==> src/rtl/disp_pkg.sv <==
// Shared definitions for the alarm-clock display-source controller:
// state encoding, default timeout and a small state helper.
package disp_pkg;

    typedef enum logic [1:0] {
        SHOW_TIME  = 2'd0,
        SHOW_ALARM = 2'd1,
        EDIT_HR    = 2'd2,
        EDIT_MIN   = 2'd3
    } disp_state_e;

    localparam int DISP_TIMEOUT_S = 5;
    localparam int DISP_CNT_W     = 4;

    function automatic logic is_edit(input disp_state_e s);
        return (s == EDIT_HR) || (s == EDIT_MIN);
    endfunction

endpackage

==> src/rtl/idle_timer.sv <==
// Idle-seconds counter: clear wins over counting, saturates at TIMEOUT_S-1,
// and flags expiry combinationally on the tick that would reach TIMEOUT_S.
module idle_timer
    import disp_pkg::*;
#(
    parameter int TIMEOUT_S = DISP_TIMEOUT_S,
    parameter int CNT_W     = DISP_CNT_W
) (
    input  logic clk,
    input  logic reset,
    input  logic clr,
    input  logic en,
    input  logic tick,
    output logic expire
);

    localparam logic [CNT_W-1:0] LAST = CNT_W'(TIMEOUT_S - 1);

    logic [CNT_W-1:0] cnt;

    always_ff @(posedge clk) begin
        if (reset)
            cnt <= '0;
        else if (clr)
            cnt <= '0;
        else if (en && tick && cnt != LAST)
            cnt <= cnt + 1'b1;
    end

    assign expire = en && tick && (cnt == LAST);

endmodule

==> src/rtl/disp_src_ctrl.sv <==
// Display-source controller: time/alarm view select, alarm edit sequencing,
// auto-return on idle. Field blinking is built only with DISP_BLINK_EN.
module disp_src_ctrl
    import disp_pkg::*;
#(
    parameter int TIMEOUT_S = DISP_TIMEOUT_S,
    parameter int CNT_W     = DISP_CNT_W
) (
    input  logic clk,
    input  logic reset,
    input  logic tick_1hz,
    input  logic tick_2hz,
    input  logic btn_view,
    input  logic btn_set,
    input  logic btn_up,
    input  logic alarm_ring,
    output logic sel,
    output logic blank_hr,
    output logic blank_min,
    output logic inc_hr,
    output logic inc_min
);

    disp_state_e state, state_d;
    logic        any_btn;
    logic        expire;
    logic        tmr_clr;
    logic        inc_hr_d, inc_min_d;

    assign any_btn = btn_view | btn_set | btn_up;

    always_comb begin
        state_d   = state;
        inc_hr_d  = 1'b0;
        inc_min_d = 1'b0;
        if (alarm_ring) begin
            state_d = SHOW_TIME;
        end else begin
            // btn_up acts on the field being left, so it uses the current state
            inc_hr_d  = btn_up && (state == EDIT_HR);
            inc_min_d = btn_up && (state == EDIT_MIN);
            if (btn_set) begin
                unique case (state)
                    SHOW_TIME, SHOW_ALARM: state_d = EDIT_HR;
                    EDIT_HR:               state_d = EDIT_MIN;
                    EDIT_MIN:              state_d = SHOW_ALARM;
                    default:               state_d = SHOW_TIME;
                endcase
            end else if (btn_view) begin
                if (state == SHOW_TIME)
                    state_d = SHOW_ALARM;
                else if (state == SHOW_ALARM)
                    state_d = SHOW_TIME;
            end else if (expire && !any_btn) begin
                state_d = SHOW_TIME;
            end
        end
    end

    assign tmr_clr = (state_d != state) || any_btn;

    idle_timer #(
        .TIMEOUT_S (TIMEOUT_S),
        .CNT_W     (CNT_W)
    ) u_idle_timer (
        .clk    (clk),
        .reset  (reset),
        .clr    (tmr_clr),
        .en     (state != SHOW_TIME),
        .tick   (tick_1hz),
        .expire (expire)
    );

    always_ff @(posedge clk) begin
        if (reset) begin
            state   <= SHOW_TIME;
            sel     <= 1'b0;
            inc_hr  <= 1'b0;
            inc_min <= 1'b0;
        end else begin
            state   <= state_d;
            sel     <= (state_d != SHOW_TIME);
            inc_hr  <= inc_hr_d;
            inc_min <= inc_min_d;
        end
    end

`ifdef DISP_BLINK_EN
    logic phase, phase_d;

    // Entering an edit field restarts the blink with the digits visible.
    always_comb begin
        phase_d = phase;
        if (is_edit(state_d) && (state_d != state))
            phase_d = 1'b0;
        else if (tick_2hz)
            phase_d = ~phase;
    end

    always_ff @(posedge clk) begin
        if (reset) begin
            phase     <= 1'b0;
            blank_hr  <= 1'b0;
            blank_min <= 1'b0;
        end else begin
            phase     <= phase_d;
            blank_hr  <= phase_d && (state_d == EDIT_HR);
            blank_min <= phase_d && (state_d == EDIT_MIN);
        end
    end
`else
    logic unused_tick_2hz;
    assign unused_tick_2hz = tick_2hz;
    assign blank_hr        = 1'b0;
    assign blank_min       = 1'b0;
`endif

endmodule
==> config.mk <==
export PLATFORM = sky130hd
export DESIGN_NAME = disp_src_ctrl
export DESIGN_NICKNAME = d
export VERILOG_FILES = /design/src/rtl/disp_pkg.sv /design/src/rtl/idle_timer.sv /design/src/rtl/disp_src_ctrl.sv
export SDC_FILE = /design/constraint.sdc
export NUM_CORES = 1
export LEC_CHECK = 0
export CAP_MARGIN = 10
export CORE_MARGIN = 2
export CORE_UTILIZATION = 25
export CTS_BUF_LIST = sky130_fd_sc_hd__clkbuf_4
export CTS_CLUSTER_SIZE = 25
export DETAILED_ROUTE_END_ITERATION = 12
export PLACE_DENSITY_LB_ADDON = 0.3
export REMOVE_ABC_BUFFERS = 1
export SETUP_SLACK_MARGIN = 0.3
export SYNTH_ARGS = -nofsm -noshare
export SYNTH_HDL_FRONTEND = slang
export SYNTH_HIERARCHICAL = 1
export SYNTH_SLANG_ARGS = --single-unit
==> constraint.sdc <==
create_clock -name clk -period 2.25 [get_ports clk]
set_input_delay 0.3375 -clock clk [delete_from_list [all_inputs] [get_ports clk]]
set_output_delay 0.3375 -clock clk [all_outputs]
set_load 0.01 [all_outputs]
Yosys cells after proc, flatten, opt, wreduce, memory -nomap -nowiden. Cells that the tools add are included.

Logic and storage cells: 35. Register bits after elaboration: 9. Input port bits: 8.

Bitwise logic cells: 2. Equality and inequality tests: 6. $add $sub $neg: 1. Multiplexer cells: 7. Reduce and logical (&&, ||, !) cells: 14.

Operators by type and width (number): 2-bit 2-to-1 mux (6); 1-bit logical AND (6); 2-bit one-hot mux with 3 select lines (1); 2-bit OR reduction (3); 4-bit by 1-bit adder with 4-bit output (second input constant) (1); 2-bit equality test (second input constant) (2); 4-bit by 3-bit equality test with 1-bit output (second input constant) (1); 4-bit by 3-bit inequality test with 1-bit output (second input constant) (1); 2-bit nonzero test (2); 2-bit by 1-bit equality test with 1-bit output (second input constant) (1); 2-bit logical NOT (1); 2-bit inequality test (1); 1-bit OR (2); 1-bit logical NOT (1); 1-bit logical OR (1).

Longest topological paths before layout.
Word-level depth: 11. Gate-level depth with buffers: 10. Depth with buffers taken out: 10.

Cells and area by module. Netlist, hierarchy kept.

By module, submodules not included: disp_src_ctrl (area each 296.5 um^2, instances 1, cells an instance 34); idle_timer (area each 222.7 um^2, instances 1, cells an instance 27).

Least setup slack after synthesis. Ideal clock, no wire load.

Path kind: reg2reg. Start point: register state[0]. End point: register u_idle_timer.cnt[2]. Period minus slack after synthesis: 1.656 ns. Library setup time: 0.101 ns. Arrival time: 1.555 ns. Cell stages (with the launch flop): 10. Setup slack: 0.594 ns. Path buffers: 0. Cells stage by stage: dfxtp_1 -> inv_1 -> ha_1 -> inv_1 -> nand2_1 -> nor2_1 -> o22ai_1 -> nand2_1 -> or2_2 -> o41ai_1.

Word-level cells in the longest chain between the ends: 11. Elaborated cells on any way between the ends: 20. Classes of those cells: 4 x eq/ne; 7 x mux; 9 x reduce/logical.

Ends and longest elaborated chain: start, declared (line disp_src_ctrl.sv:24) `disp_state_e state, state_d;`; start signal, assigned (line disp_src_ctrl.sv:81) `state <= state_d;`; 2-bit nonzero test (line disp_src_ctrl.sv:69) `.en (state != SHOW_TIME),`; 1-bit logical AND (2 in series) (line idle_timer.sv:30) `assign expire = en && tick && (cnt == LAST);`; net expire (line disp_src_ctrl.sv:26) `logic expire;`; 1-bit logical AND (line disp_src_ctrl.sv:54) `end else if (expire && !any_btn) begin`; 2-bit 2-to-1 mux (line disp_src_ctrl.sv:54); 2-bit 2-to-1 mux (line disp_src_ctrl.sv:49) `end else if (btn_view) begin`; 2-bit 2-to-1 mux (line disp_src_ctrl.sv:42) `if (btn_set) begin`; 2-bit 2-to-1 mux (line disp_src_ctrl.sv:36) `if (alarm_ring) begin`; 2-bit inequality test (line disp_src_ctrl.sv:60) `assign tmr_clr = (state_d != state) || any_btn;`; 1-bit logical OR (line disp_src_ctrl.sv:60); net tmr_clr (line disp_src_ctrl.sv:27) `logic tmr_clr;`; 2-bit OR reduction (no line); end signal, assigned (line idle_timer.sv:27) `cnt <= cnt + 1'b1;`; end, declared (line idle_timer.sv:19) `logic [CNT_W-1:0] cnt;`.

The timed path passes the listed nets, and every way through them passes these cells. A chain may end at the register's enable or synchronous reset.

Final worst setup path. Same ends and word-level chain as after synthesis.

==> impl_metrics.csv <==
group,metric,value,unit
run_status,outcome,"completed",
yosys,syn_area,519,um2
global_routing,grt_pass1_wl,1.63,mm
die,die_x,49.6,um
sta,rsz0062_at_grt,"no",
sta,timing.final.ws_setup,0.448,ns
worst_setup_path,critPathCaptureType,"register",
die,design.die.area,2460,um2
cts,cts_root_buf,"clkbuf_4",
die,start_util,0.265,
worst_setup_path,crit_start,"state[0]",
layout,layoutNonFillerInstCount,100,
route,drcViolationCount,0,
power,p_per_area,502,nW/um2
yosys,ys_warn_count,6,
sta,clock.fmax,555,MHz
route,ant_nets,0,
placement,port_buffers,9,
route,wl_per_cell,9.41,um
die,core_area,1960,um2
cts,cts.sinks,9,
die,ioPinCount,13,
worst_setup_path,cp-start-kind,"register",
yosys,synth_cells,61,
cts,cts_max_level,1,
route,drtPass1Iterations,3,
worst_setup_path,r2r_setup_slack,0.45,ns
worst_setup_path,path_class,"register to register",
sta,finalCriticalPeriod,1.80,ns
sta,setup_viol,0,
cts,cts_buffer_depth,2,
route,drt_iter0_markers,2,
route,via_per_inst,4.66,
yosys,synth_seq_cells,9,
global_routing,grt_pass1_vias,421,
power,leakagePower,0.000267,uW
sta,hold_violations,0,
sta,tns,0,ns
worst_hold_path,hold_path_class,"register to register",
worst_hold_path,holdCritStartpoint,"u_idle_timer/cnt[3]",
layout,layout-drive-gt1-share,0.110,
placement,dpl_worst_slack,0.278,ns
worst_setup_path,critPathMaxFanout,8,
yosys,seq_area_frac_synth,0.347,
cts,clock_latency,0.27,ns
cts,path_clk_slew,0.07,ns
cts,postCtsSetupBuffers,0,
sta,clock_skew,0.00650,ns
layout,layout_common_cells,"9 x dfxtp_1, 9 x clkdlybuf4s50_1, 7 x inv_1, 7 x ha_1, 6 x nor2_1",
global_routing,grt.overflow.total,0,
worst_setup_path,reg2reg_from,"state[0]",
yosys,syn-mean-instance-area,8.51,um2
placement,place_congestion,0.700,
layout,antennaDiodeCount,0,
die,rows,16,
cts,cts_buffers,3,
layout,final_nets,89,
global_routing,grt_usage,0.0902,
die,chipHeight,49.6,um
cts,cts_tree,"done",
sta,drv_slew,0,
worst_setup_path,cp_data_required_time,2.43,ns
sta,fin_crit_sh,0.801,
placement,place_inst,96,
worst_setup_path,arrival,1.98,ns
layout,area_growth,27.5,%
power,vdd_drop_max,210,uV
global_routing,grt_max_degree,9,
placement,hpwl,745,um
route,vias,466,
yosys,synth_cell_types,27,
run,cap_viol_max_count,0,
global_routing,antenna_found_initial,0,
route,postRouteWirelength,941,um
==> sequential cells by signal, indices dropped and copies added, names as in the netlist <==
name              cells
u_idle_timer/cnt      4
state                 2
inc_min               1
sel                   1
inc_hr                1
==> per-layer routing <==
| metal | share of wire | up-vias | GRT usage |
|---|---|---|---|
| met1 | 0.43 | 222 | 0.0819 |
| met3 | 0.064 | 4 | 0.0485 |
| met4 | 0.026 | 0 | 0.0556 |
| met2 | 0.48 | 9 | 0.156 |
| li1 | - | 231 | - |
| met5 | 0 | - | 0 |
==> timing repair <==
item / CTS / global route
hold buffers: 0 / 0
setup endpoints to repair: 0 / 1
resized for setup: 0 / 1
==> synthesized netlist by cell type (all sizes together) <==
library cell	n	share of area
nand3b	1	0.014
and2	1	0.012
nand3	1	0.0096
nand4	1	0.012
o31a	1	0.017
and3	2	0.024
nor2	6	0.043
nor3	1	0.0096
conb	1	0.0072
ha	7	0.17
o22ai	1	0.012
a21oi	4	0.046
a211o	1	0.017
and3b	1	0.017
or3	1	0.012
or2	1	0.012
a31oi	1	0.012
o311ai	1	0.017
inv	7	0.051
nand2	2	0.014
o41ai	1	0.017
or4	1	0.014
nor2b	1	0.017
dfxtp	9	0.35
buf	2	0.029
o21ai	5	0.048
==> stage by stage <==
step                      area (um2)  hold slack (ns)  power, uW  utilization
after detailed placement         632            0.489        207        0.322
after global routing             662            0.543        352        0.337
after CTS                        659            0.521        339        0.336
after global placement           632            0.481        207        0.322
after floorplan                  508            0.459        187            -
final                            662            0.508        332        0.337
==> critical path: stages (launching register included) <==
cell     delay, ns
dfxtp_1       0.37
inv_1         0.10
ha_1          0.17
inv_1         0.06
nand2_2       0.13
nor2_1        0.08
o22ai_1       0.15
nand2_1       0.08
or2_2         0.35
o41ai_1       0.22
==> logic make-up (layout without fill, tap and decap cells) <==
| logic type | Yosys count | count (layout) | synth area share |
|---|---|---|---|
| fa+ha+maj | 7 | 7 | 0.169 |
| simple gates | 20 | 20 | 0.212 |
| flops | 9 | 9 | 0.347 |
| compound gates | 15 | 15 | 0.186 |
| other cells | 1 | 2 | 0.00722 |
| buf+inv | 9 | 20 | 0.0795 |
==> final cells by class <==
cell class                      count  area (um2)
Inverter                            7        26.3
Sequential cell                     9         180
Tap cell                           27        33.8
Timing Repair Buffer                9        90.1
Clock inverter                      1        5.00
Clock buffer                        3        22.5
Multi-Input combinational cell     44         304
Fill cell                         235        1300
==> power by group <==
group	total, uW	internal, uW	switching (uW)
logic	38.3	20.0	18.3
clock network	129	65.8	63.1
registers	165	162	2.99
total	332	248	84.4
==> worst paths after layout <==
| check | endpoint | depth (start not counted) |
|---|---|---|
| min reg2reg | u_idle_timer/cnt[3] | 2 |
| max reg2reg | u_idle_timer/cnt[2] | 9 |
| max | u_idle_timer/cnt[2] | 9 |
| min | u_idle_timer/cnt[3] | 2 |
No activity file was read; power rests on OpenSTA's default activity.
